--- src/rtl/des_pkg.sv ---
// ============================================================================
// Module  : des_pkg
// Brief   : Shared types for the DES block loader (state, block, index width).
//           Key byte storage depends on macro DES_LOADER_PARITY_EN.
// Rev     : 1.0
// ============================================================================
`default_nettype none

package des_pkg;

   localparam int c_IDX_W = 3;

   typedef logic [63:0]        block_t;
   typedef logic [c_IDX_W-1:0] idx_t;

   typedef enum logic [0:0] {
      COLLECT = 1'b0,
      ISSUE   = 1'b1
   } state_t;

   // DES keys carry odd parity in bit 0 of every byte when the option is on.
   function automatic logic [7:0] key_byte(input logic [7:0] b);
`ifdef DES_LOADER_PARITY_EN
      return {b[7:1], ~^b[7:1]};
`else
      return b;
`endif
   endfunction

endpackage

`default_nettype wire

--- src/rtl/des_block_loader_if.sv ---
// ============================================================================
// Module  : des_block_loader_if
// Brief   : Block offer/accept bus between the loader and a DES core.
// Rev     : 1.0
// ============================================================================
`default_nettype none

interface des_block_loader_if;
   import des_pkg::*;

   logic   des_valid;
   logic   des_ready;
   block_t des_key;
   block_t des_data;

   modport master (output des_valid, output des_key, output des_data, input des_ready);
   modport slave  (input des_valid, input des_key, input des_data, output des_ready);

endinterface

`default_nettype wire

--- src/rtl/des_debounce.sv ---
// ============================================================================
// Module  : des_debounce
// Brief   : Two-flop synchroniser plus stability counter; one-cycle rise pulse.
// Rev     : 1.0
// ============================================================================
`default_nettype none

module des_debounce #(
   parameter int DB_CYCLES = 4
) (
   input  logic clk,
   input  logic rst,
   input  logic raw,
   output logic level,
   output logic rise
);

   localparam int                 c_CNT_W    = (DB_CYCLES > 1) ? $clog2(DB_CYCLES) : 1;
   localparam logic [c_CNT_W-1:0] c_CNT_LAST = c_CNT_W'(DB_CYCLES - 1);

   logic [1:0]         sync_q;
   logic               level_q, level_d;
   logic               rise_q, rise_d;
   logic [c_CNT_W-1:0] cnt_q, cnt_d;

   always_ff @(posedge clk or posedge rst) begin
      if (rst) begin
         sync_q  <= '0;
         level_q <= 1'b0;
         rise_q  <= 1'b0;
         cnt_q   <= '0;
      end else begin
         sync_q  <= {sync_q[0], raw};
         level_q <= level_d;
         rise_q  <= rise_d;
         cnt_q   <= cnt_d;
      end
   end

   // Any sample equal to the current level restarts the stability count.
   always_comb begin
      level_d = level_q;
      rise_d  = 1'b0;
      cnt_d   = '0;
      if (sync_q[1] != level_q) begin
         if (cnt_q == c_CNT_LAST) begin
            level_d = sync_q[1];
            rise_d  = sync_q[1];
         end else begin
            cnt_d = cnt_q + c_CNT_W'(1);
         end
      end
   end

   assign level = level_q;
   assign rise  = rise_q;

endmodule

`default_nettype wire

--- src/rtl/des_block_loader.sv ---
// ============================================================================
// Module  : des_block_loader
// Brief   : Assembles a 64-bit DES key and plaintext from switch bytes and
//           offers them to a DES core. Optional macro: DES_LOADER_PARITY_EN.
// Rev     : 1.0
// ============================================================================
`default_nettype none

module des_block_loader
   import des_pkg::*;
#(
   parameter int DB_CYCLES = 4
) (
   input  logic                clk,
   input  logic                rst,
   input  logic [7:0]          sw,
   input  logic                pb_byte,
   input  logic                pb_go,
   input  logic                sel_key,
   des_block_loader_if.master  des_bus,
   output logic [c_IDX_W-1:0]  byte_cnt,
   output logic [7:0]          led
);

   logic   w_byte_level, w_byte_rise, w_byte_pulse;
   logic   w_go_level, w_go_rise, w_go_pulse;

   state_t state_q, state_d;
   block_t key_q, key_d;
   block_t data_q, data_d;
   idx_t   key_idx_q, key_idx_d;
   idx_t   data_idx_q, data_idx_d;
   logic   key_full_q, key_full_d;
   logic   data_full_q, data_full_d;
   logic   go_err_q, go_err_d;

   des_debounce #(.DB_CYCLES(DB_CYCLES)) u_db_byte (
      .clk   (clk),
      .rst   (rst),
      .raw   (pb_byte),
      .level (w_byte_level),
      .rise  (w_byte_rise)
   );

   des_debounce #(.DB_CYCLES(DB_CYCLES)) u_db_go (
      .clk   (clk),
      .rst   (rst),
      .raw   (pb_go),
      .level (w_go_level),
      .rise  (w_go_rise)
   );

   assign w_byte_pulse = w_byte_rise & w_byte_level;
   assign w_go_pulse   = w_go_rise & w_go_level;

   always_ff @(posedge clk or posedge rst) begin
      if (rst) begin
         state_q     <= COLLECT;
         key_q       <= '0;
         data_q      <= '0;
         key_idx_q   <= '0;
         data_idx_q  <= '0;
         key_full_q  <= 1'b0;
         data_full_q <= 1'b0;
         go_err_q    <= 1'b0;
      end else begin
         state_q     <= state_d;
         key_q       <= key_d;
         data_q      <= data_d;
         key_idx_q   <= key_idx_d;
         data_idx_q  <= data_idx_d;
         key_full_q  <= key_full_d;
         data_full_q <= data_full_d;
         go_err_q    <= go_err_d;
      end
   end

   always_comb begin
      state_d     = state_q;
      key_d       = key_q;
      data_d      = data_q;
      key_idx_d   = key_idx_q;
      data_idx_d  = data_idx_q;
      key_full_d  = key_full_q;
      data_full_d = data_full_q;
      go_err_d    = go_err_q;
      case (state_q)
         COLLECT: begin
            // Go looks at the flags as they stood before any same-cycle capture.
            if (w_go_pulse) begin
               if (key_full_q && data_full_q) begin
                  state_d  = ISSUE;
                  go_err_d = 1'b0;
               end else begin
                  go_err_d = 1'b1;
               end
            end
            // Byte 0 lives in the top byte; the index wraps to 0 once full,
            // so the next capture both clears full and restarts at byte 0.
            if (w_byte_pulse) begin
               if (sel_key) begin
                  key_d[{~key_idx_q, 3'b000} +: 8] = key_byte(sw);
                  key_idx_d  = key_idx_q + 1'b1;
                  key_full_d = (key_idx_q == idx_t'(7));
               end else begin
                  data_d[{~data_idx_q, 3'b000} +: 8] = sw;
                  data_idx_d  = data_idx_q + 1'b1;
                  data_full_d = (data_idx_q == idx_t'(7));
               end
            end
         end
         ISSUE: begin
            if (des_bus.des_ready) begin
               state_d     = COLLECT;
               data_full_d = 1'b0;
               data_idx_d  = '0;
            end
         end
         default: state_d = COLLECT;
      endcase
   end

   assign des_bus.des_valid = (state_q == ISSUE);
   assign des_bus.des_key   = key_q;
   assign des_bus.des_data  = data_q;

   assign byte_cnt = sel_key ? key_idx_q : data_idx_q;
   assign led      = {go_err_q, 4'b0000, (state_q == ISSUE), data_full_q, key_full_q};

endmodule

`default_nettype wire

--- src/flat_wrapper.sv ---
// flat-port wrapper written by rule: the top's interface ports become plain ports
module des_block_loader_flat import des_pkg::*;
#(
   parameter int DB_CYCLES = 4
)
  (clk, rst, sw, pb_byte, pb_go, sel_key, byte_cnt, led, des_bus_des_valid, des_bus_des_key, des_bus_des_data, des_bus_des_ready);
  des_block_loader_if des_bus_i ();
  input  logic clk;
  input  logic rst;
  input  logic [7:0] sw;
  input  logic pb_byte;
  input  logic pb_go;
  input  logic sel_key;
  output logic [c_IDX_W-1:0] byte_cnt;
  output logic [7:0] led;
  output wire logic [$bits(des_bus_i.des_valid)-1:0] des_bus_des_valid;
  output wire logic [$bits(des_bus_i.des_key)-1:0] des_bus_des_key;
  output wire logic [$bits(des_bus_i.des_data)-1:0] des_bus_des_data;
  input wire logic [$bits(des_bus_i.des_ready)-1:0] des_bus_des_ready;
  assign des_bus_des_valid = des_bus_i.des_valid;
  assign des_bus_des_key = des_bus_i.des_key;
  assign des_bus_des_data = des_bus_i.des_data;
  assign des_bus_i.des_ready = des_bus_des_ready;
  des_block_loader #(.DB_CYCLES(DB_CYCLES)) u_core (.clk(clk), .rst(rst), .sw(sw), .pb_byte(pb_byte), .pb_go(pb_go), .sel_key(sel_key), .des_bus(des_bus_i), .byte_cnt(byte_cnt), .led(led));
endmodule
--- config.mk ---
export PLATFORM = sky130hd
export DESIGN_NAME = des_block_loader_flat
export DESIGN_NICKNAME = d
export VERILOG_FILES = /design/src/rtl/des_pkg.sv /design/src/rtl/des_block_loader_if.sv /design/src/rtl/des_debounce.sv /design/src/rtl/des_block_loader.sv /design/src/flat_wrapper.sv
export SDC_FILE = /design/constraint.sdc
export NUM_CORES = 1
export LEC_CHECK = 0
export ABC_AREA = 1
export BUFFER_PORTS_ARGS = -buffer_cell sky130_fd_sc_hd__buf_2
export CORE_MARGIN = 2
export CORE_UTILIZATION = 40
export CTS_BUF_LIST = sky130_fd_sc_hd__clkbuf_2 sky130_fd_sc_hd__clkbuf_4 sky130_fd_sc_hd__clkbuf_8
export CTS_CLUSTER_DIAMETER = 30
export DETAILED_ROUTE_END_ITERATION = 6
export GPL_TIMING_DRIVEN = 0
export PLACE_DENSITY = 0.69
export SKIP_LAST_GASP = 1
export SLEW_MARGIN = 10
export SYNTH_ARGS = -nofsm -noshare
export SYNTH_HDL_FRONTEND = slang
export SYNTH_HIERARCHICAL = 1
export SYNTH_SLANG_ARGS = --single-unit
--- constraint.sdc ---
create_clock -name clk -period 5 [get_ports clk]
set_input_delay 0.5 -clock clk [delete_from_list [all_inputs] [get_ports clk]]
set_output_delay 0.5 -clock clk [all_outputs]
set_load 0.01 [all_outputs]
==> results of run 1 <==
## stage by stage
| stage | power [mW] | util |
|---|---|---|
| floorplan | 2.18 | - |
| global placement | 2.47 | 0.464 |
| detailed placement | 2.50 | 0.466 |
| CTS | 3.58 | 0.493 |
| global route | 3.79 | 0.493 |
| finish | 3.57 | 0.493 |
## kinds of logic after synthesis
logic type | Yosys count | share of synthesized area
AND/OR/NAND/NOR | 526 | 0.331
flip-flops | 150 | 0.543
buffers and inverters | 93 | 0.0602
AO/OA/AOI/OAI | 53 | 0.0393
adder cells (fa/ha/maj) | 14 | 0.0253
XOR/XNOR | 1 | 0.00127
other | 1 | 0.000542
## cell usage in the layout (no fill, tap or decap)
master,netlist,final
nand3_2,4,4
conb_1,1,4
o21bai_1,1,1
nand4_1,7,7
o21ai_0,48,48
dfrtp_1,150,150
nor3_2,1,1
buf_2,9,155
nand2_4,1,1
clkbuf_4,0,1
buf_16,0,1
inv_2,3,3
xor2_1,1,1
nor2_1,47,47
buf_6,2,2
or2_0,2,2
clkinv_4,0,1
clkinv_2,0,4
nand2_1,337,337
nor2_4,13,13
o22ai_1,3,3
o21ai_1,1,1
clkbuf_1,11,11
inv_6,0,1
ha_1,14,14
inv_8,0,1
clkbuf_8,0,18
buf_4,11,11
inv_1,57,56
dlygate4sd3_1,0,1
clkinvlp_4,0,2
nor2_2,4,4
nand3_1,82,82
nand2_2,5,5
nor3_1,23,23
bufinv_16,0,5
## layout make-up
cell class	instances	area [um^2]	area share
buffer	33	191	0.0227
clock buffer	19	255	0.0302
clock inverter	13	203	0.0240
inverter	60	233	0.0276
multi-input combinational	598	2760	0.327
sequential	150	3750	0.445
tap	225	282	0.0333
timing repair buffer	148	768	0.0910
## registers in the layout (all words and copies together), names as in the netlist, 2 cells and up
signal	cells
u_core/u_db_byte/cnt_q	2
u_core/u_db_byte/sync_q	2
u_core/key_idx_q	3
u_core/u_db_go/sync_q	2
u_core/des_bus.des_key	64
u_core/des_bus.des_data	64
u_core/data_idx_q	3
u_core/u_db_go/cnt_q	2
## final timing paths
| kind | from | endpoint | slack [ns] | depth (start not counted) |
|---|---|---|---|---|
| max | u_core/key_idx_q[0] | u_core/des_bus.des_key[38] | 2.65 | 10 |
| min | pb_go | u_core/u_db_go/sync_q[0] | 0.13 | 1 |
| max reg2reg | u_core/key_idx_q[0] | u_core/des_bus.des_key[38] | 2.65 | 10 |
| min reg2reg | u_core/u_db_byte/sync_q[0] | u_core/u_db_byte/sync_q[1] | 0.37 | 0 |
| max in group asynchronous | rst | u_core/des_bus.des_key[13] | 3.66 | 4 |
| min in group asynchronous | rst | u_core/u_db_byte/sync_q[0] | 0.55 | 3 |
## power by group
group          leakage [nW]  internal [mW]  total (mW)  switching [mW]
logic                  2.77          0.296        1.12           0.820
clock network         0.229          0.611        1.08           0.466
registers              2.06           1.30        1.37          0.0700
total                  5.06           2.21        3.57            1.36
## synth_stat cells
library cell,n
o21ai_0,48
o21bai_1,1
buf_2,9
or2_0,2
clkbuf_1,11
inv_1,57
nand2_4,1
nand2_1,337
inv_2,3
nand2_2,5
nor3_2,1
nor3_1,23
nor2_2,4
nor2_4,13
nor2_1,47
ha_1,14
buf_4,11
o21ai_1,1
nand3_2,4
dfrtp_1,150
o22ai_1,3
nand4_1,7
nand3_1,82
xor2_1,1
conb_1,1
buf_6,2
## routing by layer
layer  up-vias  part of all wire
li1       2981                 -
met1      2828              0.46
met2       201              0.46
met3        32             0.063
met4         0             0.020
met5         -                 0
## timing repair
| item | CTS | global route |
|---|---|---|
| hold buffers | 1 | 0 |
| endpoints found under the hold margin | 12 | 0 |
| buffers inserted | 0 | 0 |
==> qor.yml, run 1 <==
yosys:
  synth_top_area_share: 0.543
  yosysUniqueCellTypes: 26
  synth-seq-cells: 150
  yosysTopAreaCell: "dfrtp_1"
  synth_area_per_cell_um2: 8.25
  ys.warnings.count: 6
  synth.area.top_cells: "dfrtp_1, nand2_1, nand3_1"
  synth_area_mm2: 0.00692
  ys_seq_area_frac: 0.543
  netlist_instances: 838
power:
  p_leak_nw: 5.06
  peakVddDrop_v: 0.000202
  powerDensity_mw_per_mm2: 422
global_routing:
  use_met2: 0.316
  antenna_found_initial: 0
  met1_usage: 0.305
  grt_util_met3: 0.0498
  grt_util_all_layers: 0.212
  overflow: 0
  grt_max_degree: 89
  grt_pass1_vias: 5610
  gr-max-usage-layer: "met2"
  grt_pass1_wl_mm: 29.7
timing:
  fmax_mhz: 425
  worst_pin_slew_ns: 0.698
  relSlewSlack: 0.534
  hold_viol_final: 0
  holdWs_ns: 0.134
  setup_viol: 0
  fin_tns_setup_ns: 0
  setup_ws_ns: 2.65
  period_minus_slack_ns: 2.35
  fin_skew_ns: 0.0119
  slew_violations: 0
  grt_setup_unrepaired: "false"
  period_share: 0.470
critical_path:
  end_kind: "flop"
  critical_path.most_common_cell: "nand2_1"
  cp.arrival_ns: 2.70
  crit_chain: "buf_4 > inv_1 > buf_2 > ha_1 > inv_2 > nand3_1 > nor2_2 > nand2_1 > nand2_1 > nand2_1"
  max_stage_delay_ns: 0.41
  crit_fanout: 11
  critical-path-top-delay-family: "simple AND/OR/NAND/NOR gates"
  start_kind: "flop"
  worst-setup-path-type: "reg -> reg"
  cp_slowest_cell: "dfrtp_1"
  required_ns: 5.35
  worst-path-buf-inv: 4
place:
  hpwlAfterDp_mm: 13.5
  io_buffers: 146
  dpl_cell_area_mm2: 0.00798
  pre_cts_ws_ns: 2.68
  place_inst: 1213
  gp_congestion: 0.841
floorplanning:
  num_rows: 48
  die_h_um: 135
  io_pins: 154
  dieWidth_um: 135
  core_mm2: 0.0171
  dieArea_mm2: 0.0184
  start_util: 0.404
run_status:
  violations: "DRC"
  status: "finished, violations left"
route:
  vias: 6042
  firstDrtPassIters: 7
  totalWireLength_mm: 18.9
  ant_nets: 0
  vias_per_cell: 4.85
  drc: 2
  wl_per_cell_um: 15.2
  drt_iter0_markers: 416
final_layout:
  drive_gt1_frac: 0.228
  n_fill_cell: 1729
  finalNonFillerCells: 1246
  syn2layout_area_growth_pct: 22.1
  design_area_mm2: 0.00844
  nets: 1036
  antenna_cells: 0
job:
  maxCapViolations: 0
cts:
  ctsLongestPathBuffers: 2
  post_cts_resized: 0
  clk_latency_ns: 0.46
  clkTransAtPathRegs_ns: 0.09
  cts.htree.levels: 4
  cts_tree: "built"
  cts_root_buffer: "clkbuf_8"
  cts_buffers: 17
  clock_sinks: 150
hold_path:
  hp-class: "in -> reg"
(Power assumes the default switching activity.)
==> run 2: changes to the inputs <==
==> constraint.sdc (replaced) <==
create_clock -name clk -period 2.4 [get_ports clk]
set_input_delay 0.24 -clock clk [delete_from_list [all_inputs] [get_ports clk]]
set_output_delay 0.24 -clock clk [all_outputs]
set_load 0.01 [all_outputs]
==> run 2 against run 1 <==
  * Global-route usage fell by 0.35 points
  * Register-to-register slack got worse by 2.4 ns
  * Critical path type unchanged
  * The run now ends clean
  * Cell count rose by 0.32%
  * Critical path depth did not move
  * Combinational power rose by 110%
  * Critical endpoint is now u_core/des_bus.des_key[33]
  * Hold slack improved by 0.010 ns
  * Wire length fell by 0.83%
==> qor.yml, run 2 (synthesis gave the netlist of run 1 again) <==
run_status:
  status: "complete, no violations"  # was finished, violations left
timing:
  grt_setup_unrepaired: "false"  # unchanged
  hold_viol_final: 0  # unchanged
  setup_viol: 0  # unchanged
  fin_skew_ns: 0.00937  # was 0.0119 ns
  period_minus_slack_ns: 2.20  # was 2.35 ns
  relSlewSlack: 0.533  # was 0.534
  worst_pin_slew_ns: 0.701  # was 0.698 ns
  slew_violations: 0  # unchanged
  fmax_mhz: 455  # was 425 MHz
  period_share: 0.916  # was 0.470
final_layout:
  regArea_mm2: 0.00375  # unchanged
  multiInputGateArea_mm2: 0.00277  # was 0.00276 mm^2
  antenna_cells: 0  # unchanged
  finalNonFillerCells: 1250  # was 1246
  n_fill_cell: 1678  # was 1729
  drive_gt1_frac: 0.231  # was 0.228
  nets: 1042  # was 1036
  layout_commonest_cell: "nand2_1"  # unchanged
  syn2layout_area_growth_pct: 21.9  # was 22.1%
  layout_common_cells: "nand2_1, buf_2, dfrtp_1"  # unchanged
  final_core_util: 0.493  # about the same
global_routing:
  grt_max_degree: 38  # was 89
  grt_util_all_layers: 0.208  # was 0.212
  grt_pass1_vias: 5597  # was 5610
  grt_pass1_wl_mm: 29.3  # was 29.7 mm
  antenna_found_initial: 0  # unchanged
  overflow: 0  # unchanged
floorplanning:
  dieArea_mm2: 0.0184  # unchanged
  die_h_um: 135  # unchanged
  num_rows: 48  # unchanged
  io_pins: 154  # unchanged
  core_mm2: 0.0171  # unchanged
  start_util: 0.404  # unchanged
  dieWidth_um: 135  # unchanged
critical_path:
  r2r_end: "u_core/des_bus.des_key[33]"  # was u_core/des_bus.des_key[38]
  r2r_slack_ns: 0.20  # was 2.65 ns
  required_ns: 2.74  # was 5.35 ns
  reg2regPathDepth: 10  # unchanged
  start_kind: "flop"  # unchanged
  reg2reg_from: "u_core/key_idx_q[0]"  # unchanged
  cp.arrival_ns: 2.54  # was 2.70 ns
  end_kind: "flop"  # unchanged
  worst-setup-path-type: "reg -> reg"  # unchanged
  crit_fanout: 11  # unchanged
place:
  io_buffers: 146  # unchanged
  gp_congestion: 0.878  # was 0.841
  hpwlAfterDp_mm: 13.6  # was 13.5 mm
  place_inst: 1216  # was 1213
cts:
  ctsLongestPathBuffers: 2  # unchanged
  cts_tree: "built"  # unchanged
  cts_buffers: 17  # unchanged
  postCtsSetupRepairBufs: 0  # unchanged
  clock_sinks: 150  # unchanged
  cts_root_buffer: "clkbuf_8"  # unchanged
  clk_latency_ns: 0.45  # was 0.46 ns
  clkTransAtPathRegs_ns: 0.08  # was 0.09 ns
  cts.htree.levels: 4  # unchanged
route:
  totalWireLength_mm: 18.8  # was 18.9 mm
  ant_nets: 0  # unchanged
  wl_per_cell_um: 15.0  # was 15.2 um
  drt_iter0_markers: 425  # was 416
  drc: 0  # was 2
  vias_per_cell: 4.86  # was 4.85
  vias: 6071  # was 6042
  firstDrtPassIters: 6  # was 7
hold_path:
  min_from: "sw[6]"  # was pb_go
  hp-class: "in -> reg"  # unchanged
  hold_end: "u_core/des_bus.des_data[6]"  # was u_core/u_db_go/sync_q[0]
  hold_depth: 3  # was 1
job:
  maxCapViolations: 0  # unchanged
power:
  powerDensity_mw_per_mm2: 827  # was 422 mW/mm^2
  p_leak_nw: 5.03  # was 5.06 nW
  peakVddDrop_v: 0.000409  # was 0.000202 V
run 2: changes by cell type in the layout (fill, tap and decap cells not counted), moves of 2 or more:
cell           before  now
clkinvlp_4          2    7
clkbuf_2            0    2
dlygate4sd3_1       1    4
nor2_4             13   15
bufinv_16           5    1
buf_12              0    4
clkbuf_1           11    9
nor2_2              4    2
run 2: worst max-delay path by stage:
stage                             start                    endpoint  slack, ns  cells past startpoint
floorplan           u_core/key_idx_q[0]  u_core/des_bus.des_key[32]       0.42                     10
global placement                    rst  u_core/des_bus.des_key[31]      -0.55                      2
detailed placement  u_core/key_idx_q[0]  u_core/des_bus.des_key[33]       0.08                     10
CTS                 u_core/key_idx_q[0]  u_core/des_bus.des_key[33]       0.05                     10
global route        u_core/key_idx_q[0]  u_core/des_bus.des_key[33]       0.03                     10
finish              u_core/key_idx_q[0]  u_core/des_bus.des_key[33]       0.20                     10
run 2: worst max-delay path, cell delays in order (launching register included):
cell	delay [ns]
dfrtp_1	0.42
buf_4	0.18
inv_1	0.11
buf_2	0.24
ha_1	0.35
inv_2	0.14
nand3_1	0.12
nor2_4	0.20
nand2_2	0.15
nand2_1	0.11
nand2_1	0.05
run 2: report_power, final:
part	internal (mW)	leakage [nW]	switching, mW
combinational	0.638	2.81	1.70
sequential	2.71	2.06	0.145
clock	0.830	0.165	0.955
run 2: timing repair:
action | 4_1_cts | 5_1_grt
setup endpoints to repair | 0 | 26
hold endpoints to repair | 29 | 0
resized for setup | 0 | 7
hold buffers | 4 | 0
run 2: area by class of cell:
cell class	instances	share of cell area
Clock inverter	12	0.0128
Multi-Input combinational cell	598	0.328
Timing Repair Buffer	154	0.101
Sequential cell	150	0.445
Buffer	33	0.0230
Clock buffer	18	0.0294
Inverter	60	0.0271
Tap cell	225	0.0334
run 2: stage by stage:
step | setup TNS [ns] | power [mW] | instance area (um^2) | setup slack [ns] | hold slack (ns)
2_1_floorplan | 0 | 4.54 | 6930 | 0.424 | 0.0310
4_1_cts | 0 | 7.00 | 8420 | 0.0541 | 0.121
3_3_place_gp | -74.20 | 5.14 | 7940 | -0.548 | 0.196
3_5_place_dp | 0 | 5.19 | 8020 | 0.0844 | 0.202
5_1_grt | 0 | 7.46 | 8430 | 0.0276 | 0.120
6_report | 0 | 6.98 | 8430 | 0.200 | 0.144
run 2: metal layers:
metal	global-route usage	wire length [um]
met1	0.301	8770
met2	0.312	8530
met3	0.0449	1110
met4	0.0677	366
met5	0	0
==> run 3: changes to the inputs <==
--- a/config.mk
+++ b/config.mk
@@ -7,7 +7,6 @@
 export LEC_CHECK = 0
 export ABC_AREA = 1
 export BUFFER_PORTS_ARGS = -buffer_cell sky130_fd_sc_hd__buf_2
-export CORE_MARGIN = 2
 export CORE_UTILIZATION = 40
 export CTS_BUF_LIST = sky130_fd_sc_hd__clkbuf_2 sky130_fd_sc_hd__clkbuf_4 sky130_fd_sc_hd__clkbuf_8
 export CTS_CLUSTER_DIAMETER = 30
==> run 3 against run 2 <==
  * Via count up 0.96%
  * Sequential share of layout area down 0.35 points
  * Register-to-register slack worse by 0.06 ns
  * Critical path type unchanged
==> qor.yml, run 3 (synthesis gave the netlist of run 1 again) <==
job:
  maxCapViolations: 0  # unchanged
timing:
  period_share: 0.942  # was 0.916
  setup_viol: 0  # unchanged
  slew_violations: 0  # unchanged
  grt_setup_unrepaired: "true"  # was false
  relSlewSlack: 0.472  # was 0.533
  fin_tns_setup_ns: 0  # unchanged
  worst_pin_slew_ns: 0.790  # was 0.701 ns
  period_minus_slack_ns: 2.26  # was 2.20 ns
  fmax_mhz: 442  # was 455 MHz
  fin_skew_ns: 0.0109  # was 0.00937 ns
  hold_viol_final: 0  # unchanged
power:
  powerDensity_mw_per_mm2: 869  # was 827 mW/mm^2
  p_seq_frac: 0.387  # was 0.409
  p_leak_nw: 5.07  # was 5.03 nW
  p_comb_frac: 0.318  # was 0.335
  intPower_mw: 4.56  # was 4.18 mW
  peakVddDrop_v: 0.000417  # was 0.000409 V
  clkPwrFrac: 0.295  # was 0.256
  swShare: 0.383  # was 0.401
  total_power_mw: 7.39  # was 6.98 mW
  switchingPower_mw: 2.83  # was 2.80 mW
floorplanning:
  die_h_um: 133  # was 135 um
  core_mm2: 0.0168  # was 0.0171 mm^2
  dieWidth_um: 133  # was 135 um
  num_rows: 47  # was 48
  dieArea_mm2: 0.0178  # was 0.0184 mm^2
  start_util: 0.413  # was 0.404
  io_pins: 154  # unchanged
global_routing:
  grt_max_degree: 39  # was 38
  grt_pass1_vias: 5679  # was 5597
  overflow: 0  # unchanged
  grt_pass1_wl_mm: 30.1  # was 29.3 mm
  antenna_found_initial: 0  # unchanged
  grt_util_all_layers: 0.221  # was 0.208
place:
  place_inst: 1210  # was 1216
  io_buffers: 146  # unchanged
  dpl_cell_area_mm2: 0.00800  # was 0.00802 mm^2
  gp_congestion: 0.874  # was 0.878
  hpwlAfterDp_mm: 13.5  # was 13.6 mm
final_layout:
  drive_gt1_frac: 0.231  # about the same
  layout_common_cells: "nand2_1, buf_2, dfrtp_1"  # unchanged
  final_core_util: 0.507  # was 0.493
  design_area_mm2: 0.00850  # was 0.00843 mm^2
  nets: 1041  # was 1042
  layout_commonest_cell: "nand2_1"  # unchanged
  finalNonFillerCells: 1246  # was 1250
  antenna_cells: 0  # unchanged
  syn2layout_area_growth_pct: 22.9  # was 21.9%
route:
  drc: 0  # unchanged
  wl_per_cell_um: 15.0  # about the same
  firstDrtPassIters: 5  # was 6
  vias_per_cell: 4.92  # was 4.86
  vias: 6129  # was 6071
  drt_iter0_markers: 557  # was 425
  totalWireLength_mm: 18.7  # was 18.8 mm
  ant_nets: 0  # unchanged
critical_path:
  max_stage_delay_ns: 0.48  # was 0.42 ns
  end_kind: "flop"  # unchanged
  crit_fanout: 8  # was 11
  start_kind: "flop"  # unchanged
  critical_path.most_common_cell: "nand2_1"  # unchanged
  crit_chain: "ha_1 > ha_1 > inv_1 > nor3_2 > nand2_1 > nand2_1 > nand2_1"  # was buf_4 > inv_1 > buf_2 > ha_1 > inv_2 > nand3_1 > nor2_4 > nand2_2 > nand2_1 > nand2_1
  cp.arrival_ns: 2.61  # was 2.54 ns
  worst-setup-path-type: "reg -> reg"  # unchanged
  cp_slowest_cell: "dfrtp_1"  # unchanged
  required_ns: 2.75  # was 2.74 ns
run_status:
  status: "complete, no violations"  # unchanged
cts:
  clock_sinks: 150  # unchanged
  ctsLongestPathBuffers: 2  # unchanged
  cts.htree.levels: 4  # unchanged
  cts_buffers: 17  # unchanged
  cts_tree: "built"  # unchanged
  clk_latency_ns: 0.45  # about the same
  clkTransAtPathRegs_ns: 0.08  # about the same
  cts_root_buffer: "clkbuf_8"  # unchanged
hold_path:
  hp-class: "in -> reg"  # unchanged
==> run 3: cell types whose count changed in the layout (fill, tap and decap cells not counted), sizes merged <==
cell,delta
clkbuf,+3
clkinvlp,-2
clkinv,-2
bufinv,+3
buf,-1
==> run 3: final timing paths <==
kind                                                from                         end  slack [ns]  cells after the start
worst min register to register  u_core/u_db_go/sync_q[0]    u_core/u_db_go/sync_q[1]        0.37                      0
min in group asynchronous                            rst     u_core/u_db_go/cnt_q[0]        0.29                      3
worst min-delay path                               sw[4]   u_core/des_bus.des_key[4]        0.14                      3
max in group asynchronous                            rst  u_core/des_bus.des_key[25]        1.26                      4
worst max register to register       u_core/key_idx_q[1]  u_core/des_bus.des_key[30]        0.14                      7
worst max-delay path                 u_core/key_idx_q[1]  u_core/des_bus.des_key[30]        0.14                      7
==> run 3: area by class of cell <==
type	count	area [um^2]
inverters	60	229
fillers	1655	8260
flip-flops and latches	150	3750
repair buffers	153	831
clock buffers	21	277
well taps	220	275
clock inverters	11	173
multi-input cells	598	2770
plain buffers	33	193
==> run 3: power groups by stage <==
stage / combinational, mW / clock [mW] / sequential, mW
after global placement: 2.24 / 0 / 2.90
final: 2.35 / 2.18 / 2.86
after CTS: 2.31 / 2.24 / 2.86
after detailed placement: 2.30 / 0 / 2.91
after floorplan: 1.62 / 0 / 2.91
after global routing: 2.64 / 2.35 / 2.88
==> run 3: critical path, delay by kind of cell (launching register included) <==
| family | cells | cell delay [ns] |
|---|---|---|
| fa+ha+maj | 2 | 0.58 |
| flops | 1 | 0.48 |
| simple gates | 4 | 0.97 |
| buf+inv | 1 | 0.11 |
==> run 3: per-layer routing <==
layer	global-route usage	wire length, um	part of all wire	vias to the layer above
met2	0.328	8620	0.46	217
met5	0	0	0	-
met3	0.0460	1220	0.065	14
met4	0.0720	221	0.012	0
met1	0.322	8690	0.46	2893
li1	-	-	-	3005
==> run 3: stage by stage <==
stage | hold slack [ns] | setup WS, ns
floorplan | 0.0310 | 0.424
global placement | 0.196 | -0.521
detailed placement | 0.204 | 0.0556
CTS | 0.102 | 0.0428
global route | 0.132 | -0.00518
finish | 0.141 | 0.140
==> run 3: what timing repair did <==
action / 4_1_cts / 5_1_grt
hold endpoints to repair: 44 / 0
setup buffers: 0 / 0
hold buffers: 4 / 0
gates resized for setup: 0 / 5
setup endpoints to repair: 0 / 23
